[src/rtl/sos_seq_pkg.sv]
// sos_seq_pkg: shared state encoding, tap names and latency helper for the SOS sequencer
package sos_seq_pkg;
  typedef enum logic [1:0] {IDLE, MAC, WB, DONE} state_t;
  localparam int TAP_B0 = 0;
  localparam int TAP_B1 = 1;
  localparam int TAP_B2 = 2;
  localparam int TAP_A1 = 3;
  localparam int TAP_A2 = 4;
  function automatic int latency(input int num_sections, input int num_taps);
    return (num_taps + 1) * num_sections + 1;
  endfunction
endpackage

[src/rtl/sos_sequencer_wrap_counter.sv]
// wrap_counter: up counter that wraps to zero at MAX rather than at 2**WIDTH
module wrap_counter #(
  parameter int WIDTH = 3,
  parameter int MAX   = 4
) (
  input  logic             clk,
  input  logic             rst_n,
  input  logic             clr,
  input  logic             inc,
  output logic [WIDTH-1:0] count,
  output logic             at_max
);
  assign at_max = count == WIDTH'(MAX);
  always_ff @(posedge clk or negedge rst_n)
    if (!rst_n) count <= '0;
    else if (clr) count <= '0;
    else if (inc) count <= at_max ? '0 : count + WIDTH'(1);
endmodule

[src/rtl/sos_sequencer.sv]
// sos_sequencer: steps one shared MAC through every biquad section and tap per input sample
module sos_sequencer
  import sos_seq_pkg::*;
#(
  parameter  int NUM_SECTIONS = 4,
  parameter  int NUM_TAPS     = 5,
  parameter  int TAP_W        = 3,
  localparam int SEC_W        = NUM_SECTIONS > 1 ? $clog2(NUM_SECTIONS) : 1
) (
  input  logic             clk,
  input  logic             rst_n,
  input  logic             in_valid,
  output logic             in_ready,
  input  logic             flush,
  output logic [SEC_W-1:0] sec_idx,
  output logic [TAP_W-1:0] tap_idx,
  output logic             mac_clr,
  output logic             mac_en,
  output logic             state_we,
  output logic             out_valid,
  input  logic             out_ready,
  output logic             busy
);
  state_t state, state_nx;
  logic tap_max, sec_max;
  always_ff @(posedge clk or negedge rst_n)
    if (!rst_n) state <= IDLE;
    else state <= state_nx;
  always_comb begin
    state_nx = state;
    unique case (state)
      IDLE:    state_nx = in_valid ? MAC : IDLE;
      MAC:     state_nx = flush ? IDLE : tap_max ? WB : MAC;
      WB:      state_nx = flush ? IDLE : sec_max ? DONE : MAC;
      DONE:    state_nx = (flush || out_ready) ? IDLE : DONE;
      default: state_nx = IDLE;
    endcase
  end
  // tap runs only inside MAC and rests at zero elsewhere, so each section starts at b0
  wrap_counter #(.WIDTH(TAP_W), .MAX(NUM_TAPS - 1)) u_tap (
    .clk(clk), .rst_n(rst_n), .clr(flush || state != MAC), .inc(1'b1),
    .count(tap_idx), .at_max(tap_max)
  );
  wrap_counter #(.WIDTH(SEC_W), .MAX(NUM_SECTIONS - 1)) u_sec (
    .clk(clk), .rst_n(rst_n), .clr(flush || state == IDLE), .inc(state == WB),
    .count(sec_idx), .at_max(sec_max)
  );
  assign in_ready  = state == IDLE;
  assign busy      = state != IDLE;
  assign mac_en    = state == MAC;
  assign mac_clr   = mac_en && tap_idx == TAP_W'(TAP_B0);
  assign state_we  = state == WB;
  assign out_valid = state == DONE;
endmodule
[config.mk]
export PLATFORM = sky130hd
export DESIGN_NAME = sos_sequencer
export DESIGN_NICKNAME = d
export VERILOG_FILES = /design/src/rtl/sos_seq_pkg.sv /design/src/rtl/sos_sequencer_wrap_counter.sv /design/src/rtl/sos_sequencer.sv
export SDC_FILE = /design/constraint.sdc
export NUM_CORES = 1
export LEC_CHECK = 0
export CORE_AREA = 2 2 39 41
export CTS_CLUSTER_SIZE = 40
export DETAILED_ROUTE_END_ITERATION = 16
export DIE_AREA = 0 0 41 43
export SLEW_MARGIN = 10
export SYNTH_ARGS = -nofsm -noshare
export SYNTH_HDL_FRONTEND = slang
export SYNTH_SLANG_ARGS = --single-unit
[constraint.sdc]
create_clock -name clk -period 1.2 [get_ports clk]
set_input_delay 0.24 -clock clk [delete_from_list [all_inputs] [get_ports clk]]
set_output_delay 0.24 -clock clk [all_outputs]
set_load 0.01 [all_outputs]
==> After elaboration in Yosys (flattened, before gate mapping) <==
Index checks and enable logic that the tools add are counted.
{ "op_classes": {"mux": 12, "add_sub_neg": 2, "n_eq_ne": 6, "reduce_logical": 8} }
{ "op_table": {"columns": ["op", "count"], "rows": [
  ["$mux 2", 8],
  ["$pmux 2 s4", 1],
  ["$eq 2x2->1 const B", 3],
  ["$mux 3", 2],
  ["$reduce_bool 2->1", 2],
  ["$add 3x1->3 const B", 1],
  ["$eq 3x3->1 const B", 1],
  ["$logic_not 3->1", 1],
  ["$logic_or 1x1->1", 3],
  ["$add 2x1->2 const B", 1],
  ["$eq 2x1->1 const B", 1],
  ["$logic_not 2->1", 1],
  ["$ne 2x1->1 const B", 1],
  ["$logic_and 1x1->1", 1],
  ["$mux 1", 1]
]} }
{ "totals": {"register_bits": 7, "inputBits": 5} }

==> Depth between registers and ports, before layout <==
{ "depth": {"ltp_word": 4, "ltp_mapped": 5, "mapped_depth_nobuf": 5} }

==> By module <==
Synthesis repeated with hierarchy kept, for this count alone.
{ "hier_totals": {"hier_cells": 45, "area_unflattened_um2": 447.9} }
{ "by_module_without_submodules": {"columns": ["module", "area_per_inst_um2", "cells_per_inst", "seq_area_each_um2", "instances"], "rows": [
  ["sos_sequencer", 175.2, 19, 50.0, 1],
  ["wrap_counter at u_tap", 172.7, 18, 75.1, 1],
  ["wrap_counter at u_sec", 100.1, 8, 50.0, 1]
]} }

==> Worst setup path before layout <==
Ideal clock, no wire load.
{ "synth_path": {"path_kind": "register to register", "start": "register u_tap.count[0]", "end": "register u_tap.count[2]", "arrival_ns": 1.058, "setup_slack_ns": 0.063, "period_less_slack_ns": 1.137, "path_stages_with_launch": 6, "n_path_buf": 0, "setup_time_ns": 0.080, "path_cell_list": "dfrtp_1 > inv_1 > ha_1 > nor3b_1 > a21oi_1 > nor3b_2"} }
{ "synth_between": {"elab_chain_len": 3, "word_cells_on_any_way": 4, "cone_classes": "add/sub: 1; eq/ne: 1; mux: 2"} }
{ "synth_lines": {"columns": ["element", "line_no", "rtl"], "rows": [
  ["from (decl)", "sos_sequencer_wrap_counter.sv:10", "output logic [WIDTH-1:0] count,"],
  ["from (signal assigned)", "sos_sequencer_wrap_counter.sv:17", "else if (inc) count <= at_max ? '0 : count + WIDTH'(1);"],
  ["$add 3x1->3 / $eq 3x3->1 (equally long branches)", "sos_sequencer_wrap_counter.sv:17, sos_sequencer_wrap_counter.sv:13", null],
  ["$mux 3 *", "sos_sequencer_wrap_counter.sv:17", null],
  ["$mux 3 *", "sos_sequencer_wrap_counter.sv:16", "else if (clr) count <= '0;"]
]} }
Mark *: on every way between the ends. The rest lies on a longest branch, timed or not.
A chain may end at the register's enable or synchronous reset.

==> Worst setup path in the final report <==
{ "layout_path": {"start": "register state[0]", "end": "output mac_clr"} }
{ "layout_between": {"elab_chain_len": 2} }
{ "layout_lines": {"columns": ["element", "line_no", "rtl"], "rows": [
  ["from (decl)", "sos_sequencer.sv:24", "state_t state, state_nx;"],
  ["from (signal assigned)", "sos_sequencer.sv:28", "else state <= state_nx;"],
  ["$eq 2x1->1", "sos_sequencer.sv:50", "assign mac_en = state == MAC;"],
  ["$logic_and 1x1->1", "sos_sequencer.sv:51", "assign mac_clr = mac_en && tap_idx == TAP_W'(TAP_B0);"],
  ["to (decl)", "sos_sequencer.sv:17", "output logic mac_clr,"]
]} }
Every way passes these cells.

==> metrics.md <==
| Metric | Value |
|---|---|
| Post-DP Area | `658 µm²` |
| Fraction of registers with async set/reset | `100%` |
| Chip height | `43 µm` |
| Design area | `785 µm²` |
| Area delta synth->final | `97.2%` |
| Post-Place Setup Slack | `-0.341 ns` |
| Yosys warns | `0` |
| Startpoint Class | `flip-flop` |
| Top-count cell post-synth | `dfrtp_1` |
| DP Wirelength | `751 µm` |
| Clk root buf | `clkbuf_4` |
| Sink Count | `7` |
| Initial antenna violation count | `0` |
| Required @ worst endpoint | `0.96 ns` |
| Max incr delay on CP | `0.42 ns` |
| Final Critical Period | `1.39 ns` |
| DR WL/cell | `12.7 µm` |
| Status | `finished, violations left` |
| Crit Path Category | `reg2out` |
| Max-Cap Viols | `0` |
| Core Box Area | `0.00138 mm²` |
| Post-synth EDFFs | `0` |
| Vias | `403` |
| Final Hold Vio Count | `0` |
| Number of global-route vias before repair | `407` |
| Seq/Total Area, Yosys | `44.0%` |
| Worst path cell trace | `nor2b_4, and3_4, buf_6` |
| Synthesis-stage register bit count | `7` |
| Pleak | `0.371 nW` |
| Num rows | `14` |
| Gate Count Post-Synth | `39` |
| Clk_lat worst skew | `0.26 ns` |
| Die width | `41 µm` |
| Critical path's slowest cell | `dfrtp_1` |
| Synth area leaders | `dfrtp_1 (44%), ha_1 (9.4%), a21oi_1 (5.0%)` |
| Largest area contributor in the netlist | `dfrtp_1` |
| Unrepaired setup endpoints after global routing | `yes` |
| Buffers and inverters on the worst path | `1` |
| Final nets | `83` |
| Gpl congestion | `0.735` |
| H-tree levels | `1` |
| Final Slew Violations | `0` |
| Share of cells above drive strength 1 | `66.2%` |
| PwrDens | `923 mW/mm²` |
| Top Family by Delay on Critical Path | `flip-flops` |
| Design Power | `0.724 mW` |
| Hold WC Path Type | `in2async` |
| Largest net degree at the start of global routing | `8` |
| DR iter-0 viols | `4` |
| Number of fillers in the final layout | `131` |
| Post-route setup slack | `-0.186 ns` |
| Synth unique cells | `20` |
| Die Outline Area | `0.00176 mm²` |
| Clock transition at the registers of the reported paths | `0.06 ns` |
| GRT Residual Overflow | `0` |
| First-pass GRT wire length | `1.71 mm` |
| Yosys top cell area share | `44.0%` |
| Most common library cells after synthesis | `dfrtp_1 (7), inv_1 (5), a21oi_1 (4)` |
| Setup crit end kind | `primary output` |
| Mean cell area of the mapped netlist | `10.2 µm²` |
| CTS max path bufs | `2` |
| VDD IR max | `443 µV` |
| Post-Route WL | `1.14 mm` |
| Worst Path Max Fanout | `5` |
| Post-route ant nets | `0` |
| Crit share post-route | `116%` |
| Layout Skew | `0.0112 ns` |
| Ant. Diodes | `0` |
| Worst path arrival time | `1.15 ns` |
| Synth Net Count | `47` |
| Setup TNS Final | `-0.878 ns` |
| Drt first pass iters | `4` |
| Via/cell ratio | `4.48` |
| Slew HR | `77.0%` |
| Synthesized area | `398 µm²` |
| Starting Density | `28.8%` |
| Post-synth top flop | `dfrtp_1` |
| Final Setup Violations | `7` |
| Drt drc | `0` |
| Post-CTS Hold Buffers | `0` |
| Failing checks | `setup timing` |
| IO buf count | `15` |
| Slew @ Worst Pin | `0.344 ns` |
| Tot GR Track Use | `14.8%` |
| CTS tree | `built` |
| Number of I/O pins | `16` |
| CTS Buf Count | `3` |
| Fmax achieved | `721 MHz` |
## metrics by stage
step / hold slack (ns) / util [%] / cells
floorplan: -0.0556 / - / 39
global placement: 0.540 / 47.6 / 82
detailed placement: 0.534 / 47.6 / 82
CTS: 0.250 / 51.4 / 89
global route: 0.267 / 56.7 / 90
finish: 0.246 / 56.7 / 90
## cells by family (layout without fill, tap and decap cells)
family	count (synthesis)	in the layout	synth area share (%)
AOI/OAI and AO/OA	7	7	10.7
adders and majority gates	3	3	9.43
buffers and inverters	5	40	4.72
DFF	7	7	44.0
muxes	1	1	2.52
and+or+nand+nor	16	16	28.6
## sequential cells by signal, summed over array words and instances, names as in the netlist
| name | cells |
|---|---|
| u_tap.count | 3 |
| u_sec.count | 2 |
| state | 2 |
## worst paths after layout
check                                      startpoint                          to  slack, ns  cells past startpoint
setup / recovery                   state[0]$_DFF_PN0_                     mac_clr      -0.19                      3
hold / removal                                  rst_n    u_tap.count[2]$_DFF_PN0_       0.25                      1
setup reg to reg                   state[0]$_DFF_PN0_          state[1]$_DFF_PN0_      -0.02                      5
hold reg to reg            u_sec.count[1]$_DFFE_PN0P_  u_sec.count[1]$_DFFE_PN0P_       0.55                      2
max in group asynchronous                       rst_n          state[1]$_DFF_PN0_       0.68                      1
min in group clk           u_sec.count[1]$_DFFE_PN0P_  u_sec.count[1]$_DFFE_PN0P_       0.55                      2
## routing by layer
layer | share of wire, % | routed length (µm) | global-route usage, %
met5 | 0 | 0 | 0
met4 | 0 | 0 | 10.0
met3 | 3.7 | 42 | 3.14
met2 | 53 | 602 | 21.6
met1 | 43 | 496 | 18.7
## layout make-up
| type | count | area, µm² | share of cell area (%) |
|---|---|---|---|
| well taps | 16 | 20.0 | 2.55 |
| multi-input cells | 27 | 254 | 32.4 |
| clock buffers | 3 | 22.5 | 2.87 |
| inverters | 5 | 18.8 | 2.39 |
| flip-flops and latches | 7 | 176 | 22.5 |
| repair buffers | 31 | 288 | 36.7 |
| clock inverters | 1 | 5.00 | 0.638 |
## placed cells by master (no fill, tap or decap), types with 2 or more instances in the layout
cell type        instances
a21oi_1                  2
a21oi_2                  2
buf_2                    2
buf_4                   11
buf_6                   12
clkbuf_4                 3
clkdlybuf4s15_1          2
clkdlybuf4s50_1          4
dfrtp_1                  6
ha_2                     2
inv_1                    3
inv_2                    2
nand2_1                  2
nor2b_4                  2
nor3b_2                  2
## where the power goes
group | internal [mW] | switching, mW
combinational | 0.153 | 0.0963
sequential | 0.247 | 0.0110
clock | 0.122 | 0.0948
total | 0.522 | 0.202
## timing repair
action | in CTS | in global routing
pin swaps | 5 | 7
gates cloned | 0 | 0
setup endpoints to repair | 12 | 12
gates resized for setup | 50 | 19
setup buffers | 3 | 1
endpoints found under the hold margin | 0 | 0
(Power assumes the default switching activity.)
